**config.mk**
```make
export PLATFORM = sky130hd
export DESIGN_NAME = nubus_slave_ctl
export DESIGN_NICKNAME = d
export VERILOG_FILES = /design/src/rtl/nubus_slave_ctl.sv
export SDC_FILE = /design/constraint.sdc
export NUM_CORES = 1
export LEC_CHECK = 0
export ABC_AREA = 1
export BUFFER_PORTS_ARGS = -buffer_cell sky130_fd_sc_hd__buf_2
export CORE_MARGIN = 8
export CORE_UTILIZATION = 30
export CTS_BUF_LIST = sky130_fd_sc_hd__clkbuf_2
export CTS_CLUSTER_DIAMETER = 40
export DETAILED_ROUTE_END_ITERATION = 8
export HOLD_SLACK_MARGIN = 0.12
export PLACE_DENSITY_LB_ADDON = 0.1
export SYNTH_ARGS = -nofsm -noshare
export SYNTH_HDL_FRONTEND = slang
export SYNTH_SLANG_ARGS = --single-unit
```
**constraint.sdc**
```tcl
create_clock -name CLK -period 4.5 [get_ports CLK]
set_clock_uncertainty 0.2 [all_clocks]
set_input_delay 0 -clock CLK [delete_from_list [all_inputs] [get_ports CLK]]
set_output_delay 0 -clock CLK [all_outputs]
set_load 0.005 [all_outputs]
```
**src/rtl/nubus_slave_ctl.sv**
```systemverilog
// NuBus slave cycle controller: decodes slot-addressed START cycles, sequences local
// strobes with wait states, returns a one-clock ACK with status, and tracks lock-attention.
module nubus_slave_ctl #(
  parameter int WAIT_MIN = 1,
  parameter int TIMEOUT  = 200
) (
  input  logic       CLK,
  input  logic       RESET,
  input  logic       START,
  input  logic       ACK,
  input  logic       ATTN,
  input  logic [3:0] ADHI,
  input  logic [3:0] SLOTID,
  input  logic [1:0] TM,
  input  logic       LRDY,
  input  logic       LBUSY,
  output logic       ADRLT,
  output logic       RDEN,
  output logic       WRSTB,
  output logic       SACK,
  output logic [1:0] STAT,
  output logic       MYCY,
  output logic       LOCKED
);

  typedef enum logic [1:0] {IDLE, ADDR, WAIT, ACKC} state_t;

  localparam logic [7:0] WAIT_MIN_C = 8'(WAIT_MIN);
  localparam logic [7:0] TIMEOUT_C  = 8'(TIMEOUT);

  state_t     state;
  logic [7:0] count;
  logic       rd;
  logic       match;

  assign match = START & ~ATTN & (ADHI == SLOTID);

  always_ff @(posedge CLK or posedge RESET) begin
    if (RESET) begin
      state  <= IDLE;
      count  <= '0;
      rd     <= 1'b0;
      ADRLT  <= 1'b0;
      RDEN   <= 1'b0;
      WRSTB  <= 1'b0;
      SACK   <= 1'b0;
      STAT   <= 2'b00;
      MYCY   <= 1'b0;
      LOCKED <= 1'b0;
    end else begin
      ADRLT <= 1'b0;
      WRSTB <= 1'b0;
      unique case (state)
        IDLE: begin
          if (match) begin
            state <= ADDR;
            ADRLT <= 1'b1;
            MYCY  <= 1'b1;
            rd    <= TM[1];
            RDEN  <= TM[1];
          end else if (START & ATTN & ~ACK) begin
            if (TM == 2'b01)      LOCKED <= 1'b1;
            else if (TM == 2'b00) LOCKED <= 1'b0;
          end
        end
        ADDR: begin
          count <= 8'd1;
          if (LBUSY) begin
            state <= ACKC;
            SACK  <= 1'b1;
            STAT  <= 2'b11;
          end else begin
            state <= WAIT;
          end
        end
        WAIT: begin
          // LRDY wins over timeout on the edge where both could apply
          if ((count >= WAIT_MIN_C) && LRDY) begin
            state <= ACKC;
            SACK  <= 1'b1;
            STAT  <= 2'b00;
            WRSTB <= ~rd;
          end else if (count == TIMEOUT_C) begin
            state <= ACKC;
            SACK  <= 1'b1;
            STAT  <= 2'b01;
          end else if (count < TIMEOUT_C) begin
            count <= count + 8'd1;
          end
        end
        ACKC: begin
          SACK <= 1'b0;
          STAT <= 2'b00;
          // a START on the edge SACK drops starts the next cycle back-to-back
          if (match) begin
            state <= ADDR;
            ADRLT <= 1'b1;
            MYCY  <= 1'b1;
            rd    <= TM[1];
            RDEN  <= TM[1];
          end else begin
            state <= IDLE;
            RDEN  <= 1'b0;
            MYCY  <= 1'b0;
          end
        end
      endcase
    end
  end

endmodule
```
==> results of run 1 <==
==> stage by stage <==
stage          hold slack (ps)  area [µm²]
2_1_floorplan             -249        1350
3_3_place_gp             -18.0        1510
3_5_place_dp             -18.4        1510
4_1_cts                    137        1690
5_1_grt                    174        1690
6_report                   129        1690
==> final cells by class <==
class,count,area share
inverter,29,0.0646
multi-input combinational,134,0.437
sequential,19,0.282
clock buffer,4,0.0119
timing repair buffer,40,0.166
tap,52,0.0386
==> worst max-delay path by stage <==
stage	start	endpoint	slack [ps]	cells past startpoint
floorplan	count[0]$_DFFE_PP0P_	count[4]$_DFFE_PP0P_	2850	10
global placement	state[0]$_DFFE_PP0P_	count[2]$_DFFE_PP0P_	2510	7
detailed placement	state[0]$_DFFE_PP0P_	count[5]$_DFFE_PP0P_	2410	7
CTS	SLOTID[1]	rd$_DFFE_PP0P_	530	14
global route	SLOTID[1]	rd$_DFFE_PP0P_	270	14
finish	SLOTID[1]	rd$_DFFE_PP0P_	440	14
==> kinds of logic (layout without fill, tap and decap cells) <==
logic type                 count (synthesis)  count (layout)  synth area share
AOI/OAI and AO/OA                         17              17            0.0856
and+or+nand+nor                          108             108             0.378
DFF                                       19              19             0.353
adders and majority gates                  9               9            0.0837
buffers and inverters                     32              73            0.0995
==> power by group <==
group / internal [mW] / leakage [nW] / switching [mW] / total [mW]
registers: 0.226 / 0.245 / 0.0412 / 0.267
logic: 0.179 / 0.639 / 0.287 / 0.466
clock network: 0.0235 / 0.0166 / 0.0566 / 0.0801
total: 0.428 / 0.901 / 0.385 / 0.813
==> worst reg2reg max path: stages (launching register included) <==
cell,delay (ps)
dfrtp_1,440
inv_1,100
ha_1,370
nor2_1,160
nand2_1,60
dlygate4sd3_1,550
nand2_1,60
dlygate4sd3_1,530
==> state kept, by name, indices dropped and copies added, names as in the netlist <==
signal,flops
state,2
rd,1
ADRLT,1
MYCY,1
count,8
RDEN,1
STAT,2
WRSTB,1
SACK,1
LOCKED,1
==> synthesized netlist by cell type (2+ instances only) <==
library cell	count	share of area
a21oi_1	3	0.011
buf_2	2	0.0074
dfrtp_1	19	0.35
ha_1	9	0.084
inv_1	24	0.067
inv_2	5	0.014
nand2_1	64	0.18
nand2_2	4	0.019
nand3_1	17	0.063
nand3_2	2	0.015
nand3_4	2	0.026
nand4_1	2	0.0093
nor2_1	9	0.025
nor3_1	3	0.011
o21ai_0	5	0.019
o21ai_2	7	0.046
==> placed cells by master (no fill, tap or decap), types with 2 or more instances in the layout <==
master and instances:
dlygate4sd3_1 16, a21oi_1 3, ha_1 9, o21ai_2 7, o21ai_0 5, buf_2 24
inv_2 5, nand2_1 64, nand3_2 2, dfrtp_1 19, nand3_4 2, nand2_2 4
nand4_1 2, nand3_1 17, inv_1 24, clkbuf_2 4, nor2_1 9, nor3_1 3
==> what timing repair did <==
| action | CTS | global route |
|---|---|---|
| hold buffers | 16 | 0 |
| endpoints found under the hold margin | 38 | 0 |
| buffers inserted | 0 | 0 |
==> routing by layer <==
metal | GRT usage | vias up | part of all wire
li1 | - | 660 | -
met1 | 0.0985 | 571 | 0.41
met2 | 0.169 | 9 | 0.56
met3 | 0.0244 | 2 | 0.023
met4 | 0.0144 | 0 | 0.0038
met5 | 0 | - | 0
==> flow_summary.json, run 1 <==
{
  "fmax_mhz": 246,
  "hpwlAfterDp_um": 2430,
  "crit_family": "buffers and inverters",
  "wl_per_cell_um": 11.4,
  "syn_area_um2": 1350,
  "rsz0062_at_grt": "false",
  "syn-num-nets": 211,
  "cts.reportedPaths.clkPinSlew_ps": 190,
  "drive_gt1_frac": 0.226,
  "ys_ff_latch": 19,
  "pre_cts_ws_ps": 2410,
  "critPathBufInv": 7,
  "grt_pass1_vias": 1215,
  "drt-vias-per-instance": 4.47,
  "numCtsBuffers": 3,
  "ys_warn_count": 0,
  "cts_sinks": 19,
  "avgSynthCellArea_um2": 7.27,
  "peakVddDrop_mv": 0.287,
  "setup_ws_ps": 442,
  "final-hold-violation-count": 0,
  "crit_type": "in -> reg",
  "area_growth_pct": 25.3,
  "worstSkewPairLatency_ps": 310,
  "dp.cells": 258,
  "timing.rr.end": "rd$_DFFE_PP0P_",
  "hold_class": "in -> async",
  "ctsLongestPathBuffers": 2,
  "multi_input_area_um2": 736,
  "crit_path_max_fanout": 4,
  "ys_types": 24,
  "period_minus_slack_ps": 4060,
  "finalPower_uw": 813,
  "gr-total-overflow": 0,
  "start_util": 0.311,
  "io_pins": 25,
  "drc": 0,
  "rrSetupSlack_ps": 1990,
  "synth_edf_count": 0,
  "n_fill_cell": 486,
  "synthCells": 185,
  "die_h_um": 83.0,
  "drv_cap": 0,
  "first_pass_iters": 4,
  "n_antenna_cell": 0,
  "slowest_delay_ps": 640,
  "p_per_area_nw_per_um2": 483,
  "ys_seq_area_frac": 0.353,
  "final_core_util": 0.390,
  "grt_max_degree": 20,
  "h-tree-depth": 1,
  "crit_path_frequent_cell": "dlygate4sd3_1",
  "stdcell_count": 278,
  "ant_nets": 0,
  "status": "finished, final reports clean",
  "synthArstFlopShare": 1.00,
  "tightest_slew_ps": 761,
  "arrival_ps": 4130,
  "grt_pass1_wl_um": 5340,
  "routed_wl_um": 3160,
  "startpoint_type": "input pin",
  "fp.dieW_um": 83.0,
  "num_rows": 24,
  "relSlewSlack": 0.492,
  "cts-root-buf": "clkbuf_2",
  "cp-end-kind": "register",
  "grt_usage": 0.0900,
  "crit_path_top_delay_cell": "dlygate4sd3_1",
  "r2r_cells": 7,
  "die_area_um2": 6880,
  "reg2reg_from": "state[0]$_DFFE_PP0P_",
  "synth_ff_type": "dfrtp_1",
  "fin_crit_sh": 0.902,
  "worst_ep_required_time_ps": 4570,
  "antenna_found_initial": 0,
  "seq_area_um2": 475,
  "p_leak_nw": 0.901,
  "finalNetCount": 253,
  "routabilityCongestion": 0.776,
  "setup_violations": 0,
  "core_um2": 4320,
  "num_vias": 1242,
  "io_buffers": 24,
  "drt_iter0_markers": 19,
  "cts_resized": 0,
  "slew_violations": 0,
  "path_cells": "dlygate4sd3_1 > buf_2 > nand2_1 > dlygate4sd3_1 > o21ai_0 > dlygate4sd3_1 > nor2_1 > nand2_1 > dlygate4sd3_1 > nor2_1 > nand2_1 > dlygate4sd3_1 > nand2_1 > dlygate4sd3_1",
  "cts_tree": "yes",
  "setup_tns_ps": 0
}
Note: power is estimated with default switching activity, not from simulation.
==> inputs of run 2 (changes only) <==
- clock period: 4.5 -> 4 ns (I/O delays scaled with it)
==> flow_summary.json, run 2 (synthesis gave the netlist of run 1 again) <==
{
  "pre_cts_ws_ps": 1910,
  "grt_usage": 0.0896,
  "hpwlAfterDp_um": 2430,
  "post-cts-setup-buffer-count": 0,
  "first_pass_iters": 4,
  "fmax_mhz": 296,
  "area_growth_pct": 23.8,
  "worst_ep_required_time_ps": 4070,
  "final-hold-violation-count": 0,
  "status": "finished, final reports clean",
  "drv_cap": 0,
  "largest_reg_flops": 8,
  "wl_per_cell_um": 11.5,
  "cts_resized": 0,
  "fp.dieW_um": 83.0,
  "path_cells": "dlygate4sd3_1 > buf_2 > nand3_1 > dlygate4sd3_1 > nor2_1 > dlygate4sd3_1 > nand2_1 > nor2_1 > nand2_1 > dlygate4sd3_1 > nand2_1 > dlygate4sd3_1",
  "startpoint_type": "input pin",
  "layout_common_cells": "nand2_1 (64), inv_1 (24), buf_2 (24)",
  "drt-vias-per-instance": 4.47,
  "cts_sinks": 19,
  "top_register": "count",
  "setup_tns_ps": 0,
  "routabilityCongestion": 0.776,
  "grt_pass1_vias": 1214,
  "hold_class": "in -> reg",
  "final_common_cell": "nand2_1",
  "relSlewSlack": 0.494,
  "peakVddDrop_mv": 0.324,
  "n_antenna_cell": 0,
  "finalNetCount": 251,
  "slew_violations": 0,
  "multi_input_area_um2": 736,
  "post-route-cell-area_um2": 1670,
  "drc": 0,
  "num_rows": 24,
  "routed_wl_um": 3170,
  "drive_gt1_frac": 0.228,
  "grt_max_degree": 20,
  "h-tree-depth": 1,
  "top_regs": "count (8), STAT (2), state (2)",
  "rrSetupSlack_ps": 1480,
  "die_area_um2": 6880,
  "grt_pass1_wl_um": 5310,
  "cts.reportedPaths.clkPinSlew_ps": 190,
  "ctsLongestPathBuffers": 2,
  "io_buffers": 24,
  "start_util": 0.311,
  "critPathBufInv": 6,
  "crit_type": "in -> reg",
  "worstSkewPairLatency_ps": 310,
  "antenna_found_initial": 0,
  "cts_tree": "yes",
  "numCtsBuffers": 3,
  "io_pins": 25,
  "ant_nets": 0,
  "num_vias": 1233,
  "seq_area_um2": 475,
  "p_per_area_nw_per_um2": 549,
  "cp-end-kind": "register",
  "fin_crit_sh": 0.844,
  "rsz0062_at_grt": "false",
  "setup_violations": 0,
  "arrival_ps": 3450,
  "crit_family": "buffers and inverters",
  "gr-total-overflow": 0,
  "slowest_delay_ps": 570,
  "n_fill_cell": 486,
  "placed_cell_area_um2": 1510,
  "p_leak_nw": 0.895,
  "core_um2": 4320,
  "crit_path_max_fanout": 7,
  "tightest_slew_ps": 759,
  "setup_ws_ps": 624,
  "crit_path_frequent_cell": "dlygate4sd3_1",
  "cts-root-buf": "clkbuf_2",
  "crit_path_top_delay_cell": "dlygate4sd3_1",
  "die_h_um": 83.0,
  "period_minus_slack_ps": 3380,
  "drt_iter0_markers": 32
}
-- run 2: cell count changes in the layout (fill, tap and decap cells not counted) --
cell	before	now
dlygate4sd3_1	16	14
-- run 2: repair_timing --
action	CTS	global route
hold endpoints to repair	38	0
hold buffers	15	0
setup endpoints to repair	0	1
-- run 2: path summary, 6_finish.rpt --
kind	from	end	cells after the start
min	ADHI[3]	ADRLT$_DFF_PP0_	6
min reg2reg	rd$_DFFE_PP0P_	WRSTB$_DFF_PP0_	1
max in group asynchronous	RESET	LOCKED$_DFFE_PP0P_	3
min in group asynchronous	RESET	count[3]$_DFFE_PP0P_	3
max reg2reg	state[0]$_DFFE_PP0P_	rd$_DFFE_PP0P_	7
max	START	rd$_DFFE_PP0P_	12
-- run 2: final cells by class --
type | count | share of cell area
Multi-Input combinational cell | 134 | 0.442
Sequential cell | 19 | 0.285
Timing Repair Buffer | 38 | 0.156
Inverter | 29 | 0.0654
Tap cell | 52 | 0.0391
Clock buffer | 4 | 0.0120
-- run 2: worst reg2reg max path, stage by stage, from the launching register on --
cell and delay, ps:
dfrtp_1 440, inv_1 100, ha_1 370, nor2_1 160, nand2_1 60, dlygate4sd3_1 550
nand2_1 60, dlygate4sd3_1 530
-- run 2: layer usage --
layer / vias up / track usage / share of wire
li1: 658 / - / -
met1: 560 / 0.0962 / 0.41
met2: 13 / 0.170 / 0.56
met3: 2 / 0.0244 / 0.026
met4: 0 / 0.0144 / 0.0038
met5: - / 0 / 0
-- run 2: where the power goes --
part | switching, mW | internal [mW] | total [mW]
Clock | 0.0640 | 0.0265 | 0.0904
Sequential | 0.0462 | 0.254 | 0.301
Combinational | 0.324 | 0.200 | 0.524
-- run 2: per-stage QoR --
step                hold WS (ps)  total power, mW  cells  utilization
global placement           -18.1            0.804    258        0.348
CTS                          137            0.937    277        0.387
finish                      75.4            0.915    276        0.385
global route                 125             1.02    276        0.385
floorplan                   -249            0.709    185            -
detailed placement         -18.4            0.822    258        0.348
==> inputs of run 3 (changes only) <==
- clock period: 4 -> 3.1 ns (I/O delays scaled with it)
==> flow_summary.json, run 3 (synthesis gave the netlist of run 1 again) <==
{
  "status": "finished, final reports clean",
  "crit_path_max_fanout": 6,
  "reg2reg_from": "state[0]$_DFFE_PP0P_",
  "drt-vias-per-instance": 4.55,
  "dp.cells": 258,
  "final-hold-violation-count": 0,
  "hold_class": "in -> async",
  "setup_violations": 0,
  "p_leak_nw": 0.911,
  "final_common_cell": "nand2_1",
  "top_register": "count",
  "r2r_cells": 7,
  "switching_power_uw": 573,
  "n_antenna_cell": 0,
  "io_buffers": 24,
  "num_rows": 24,
  "fin_crit_sh": 0.964,
  "internal-power_uw": 632,
  "grt_pass1_vias": 1326,
  "n_fill_cell": 496,
  "h-tree-depth": 1,
  "post-route-cell-area_um2": 1730,
  "crit_path_frequent_cell": "dlygate4sd3_1",
  "rrSetupSlack_ps": 570,
  "layout_common_cells": "nand2_1 (63), inv_1 (24), buf_2 (24)",
  "p_per_area_nw_per_um2": 695,
  "critPathBufInv": 6,
  "whs_ps": 99.5,
  "cts_sinks": 19,
  "grt_max_degree": 20,
  "ant_nets": 0,
  "worst_ep_required_time_ps": 3190,
  "drive_gt1_frac": 0.235,
  "arrival_ps": 3080,
  "start_util": 0.311,
  "seq_area_um2": 475,
  "cts_tree": "yes",
  "switching_share": 0.476,
  "period_minus_slack_ps": 2990,
  "tightest_slew_ps": 745,
  "crit_path_top_delay_cell": "dlygate4sd3_1",
  "cts.reportedPaths.clkPinSlew_ps": 220,
  "setup_tns_ps": 0,
  "timing.rr.end": "rd$_DFFE_PP0P_",
  "slew_violations": 0,
  "drt_iter0_markers": 43,
  "cts-root-buf": "clkbuf_2",
  "routed_wl_um": 3250,
  "multi_input_area_um2": 744,
  "routabilityCongestion": 0.776,
  "crit_family": "buffers and inverters",
  "power_frac_clock": 0.096,
  "fp.dieW_um": 83.0,
  "rsz0062_at_grt": "false",
  "drv_cap": 0,
  "post-cts-setup-buffer-count": 0,
  "power_frac_seq": 0.321,
  "peakVddDrop_mv": 0.443,
  "ctsLongestPathBuffers": 2,
  "path_cells": "dlygate4sd3_1 > buf_2 > inv_1 > nand2_1 > dlygate4sd3_1 > nand3_1 > nor2_2 > nand2_2 > dlygate4sd3_1 > a21oi_2 > nand2_1 > dlygate4sd3_1 > nand2_1",
  "wl_per_cell_um": 11.5,
  "die_h_um": 83.0,
  "first_pass_iters": 4,
  "core_um2": 4320,
  "io_pins": 25,
  "grt_pass1_wl_um": 5710,
  "grt_usage": 0.0955,
  "startpoint_type": "input pin",
  "relSlewSlack": 0.503,
  "crit_type": "in -> reg",
  "gr-total-overflow": 0,
  "placed_cell_area_um2": 1510,
  "drc": 0,
  "fmax_mhz": 335,
  "num_vias": 1284,
  "slowest_delay_ps": 610,
  "area_growth_pct": 28.9,
  "hpwlAfterDp_um": 2470,
  "cp-end-kind": "register",
  "largest_reg_flops": 8,
  "final_core_util": 0.401,
  "finalPower_mw": 1.21,
  "antenna_found_initial": 0,
  "worstSkewPairLatency_ps": 330,
  "numCtsBuffers": 3,
  "top_regs": "count (8), STAT (2), state (2)",
  "pre_cts_ws_ps": 1020,
  "finalNetCount": 257,
  "stdcell_count": 282,
  "combinationalPowerShare": 0.583,
  "die_area_um2": 6880,
  "setup_ws_ps": 111
}
==> run 3: cell count changes in the layout (fill, tap and decap cells not counted), sizes merged <==
cell         delta
clkbuf          -1
clkinv          +1
dlygate4sd3     +6
==> run 3: how the worst max path moves through the flow <==
stage,start,end,slack [ps],cells after the start
2_1_floorplan,count[0]$_DFFE_PP0P_,count[4]$_DFFE_PP0P_,1450,10
3_3_place_gp,state[0]$_DFFE_PP0P_,count[2]$_DFFE_PP0P_,1110,7
3_5_place_dp,state[0]$_DFFE_PP0P_,count[5]$_DFFE_PP0P_,1020,7
4_1_cts,ADHI[1],RDEN$_DFFE_PP0P_,150,12
5_1_grt,SLOTID[0],RDEN$_DFFE_PP0P_,30,13
6_report,SLOTID[0],RDEN$_DFFE_PP0P_,110,13
==> run 3: cell type report <==
cell class / instances / area share
Tap cell: 52 / 0.0375
Clock buffer: 3 / 0.00866
Clock inverter: 1 / 0.00289
Timing Repair Buffer: 44 / 0.185
Inverter: 29 / 0.0628
Multi-Input combinational cell: 134 / 0.429
Sequential cell: 19 / 0.274
==> run 3: worst min-delay path, delay by kind of cell <==
family / cells / cell delay [ps]
buffers and inverters: 3 / 1190
==> run 3: routing by layer <==
metal,part of all wire,GRT usage,vias up
met5,0,0,-
met4,0.0092,0.0192,0
met3,0.023,0.0254,4
met2,0.55,0.185,11
met1,0.41,0.0984,596
li1,-,-,673
==> run 3: repair_timing <==
action                     in CTS  in global routing
setup endpoints to repair       0                  1
gates resized for setup         0                  3
hold endpoints to repair       38                  0
hold buffers                   20                  0
==> run 3: power by group through the flow <==
| stage | Sequential, mW | Combinational (mW) | Clock (mW) |
|---|---|---|---|
| 5_1_grt | 0.399 | 0.813 | 0.131 |
| 4_1_cts | 0.388 | 0.711 | 0.123 |
| 3_3_place_gp | 0.390 | 0.648 | 0 |
| 2_1_floorplan | 0.387 | 0.527 | 0 |
| 6_report | 0.387 | 0.703 | 0.115 |
| 3_5_place_dp | 0.395 | 0.667 | 0 |
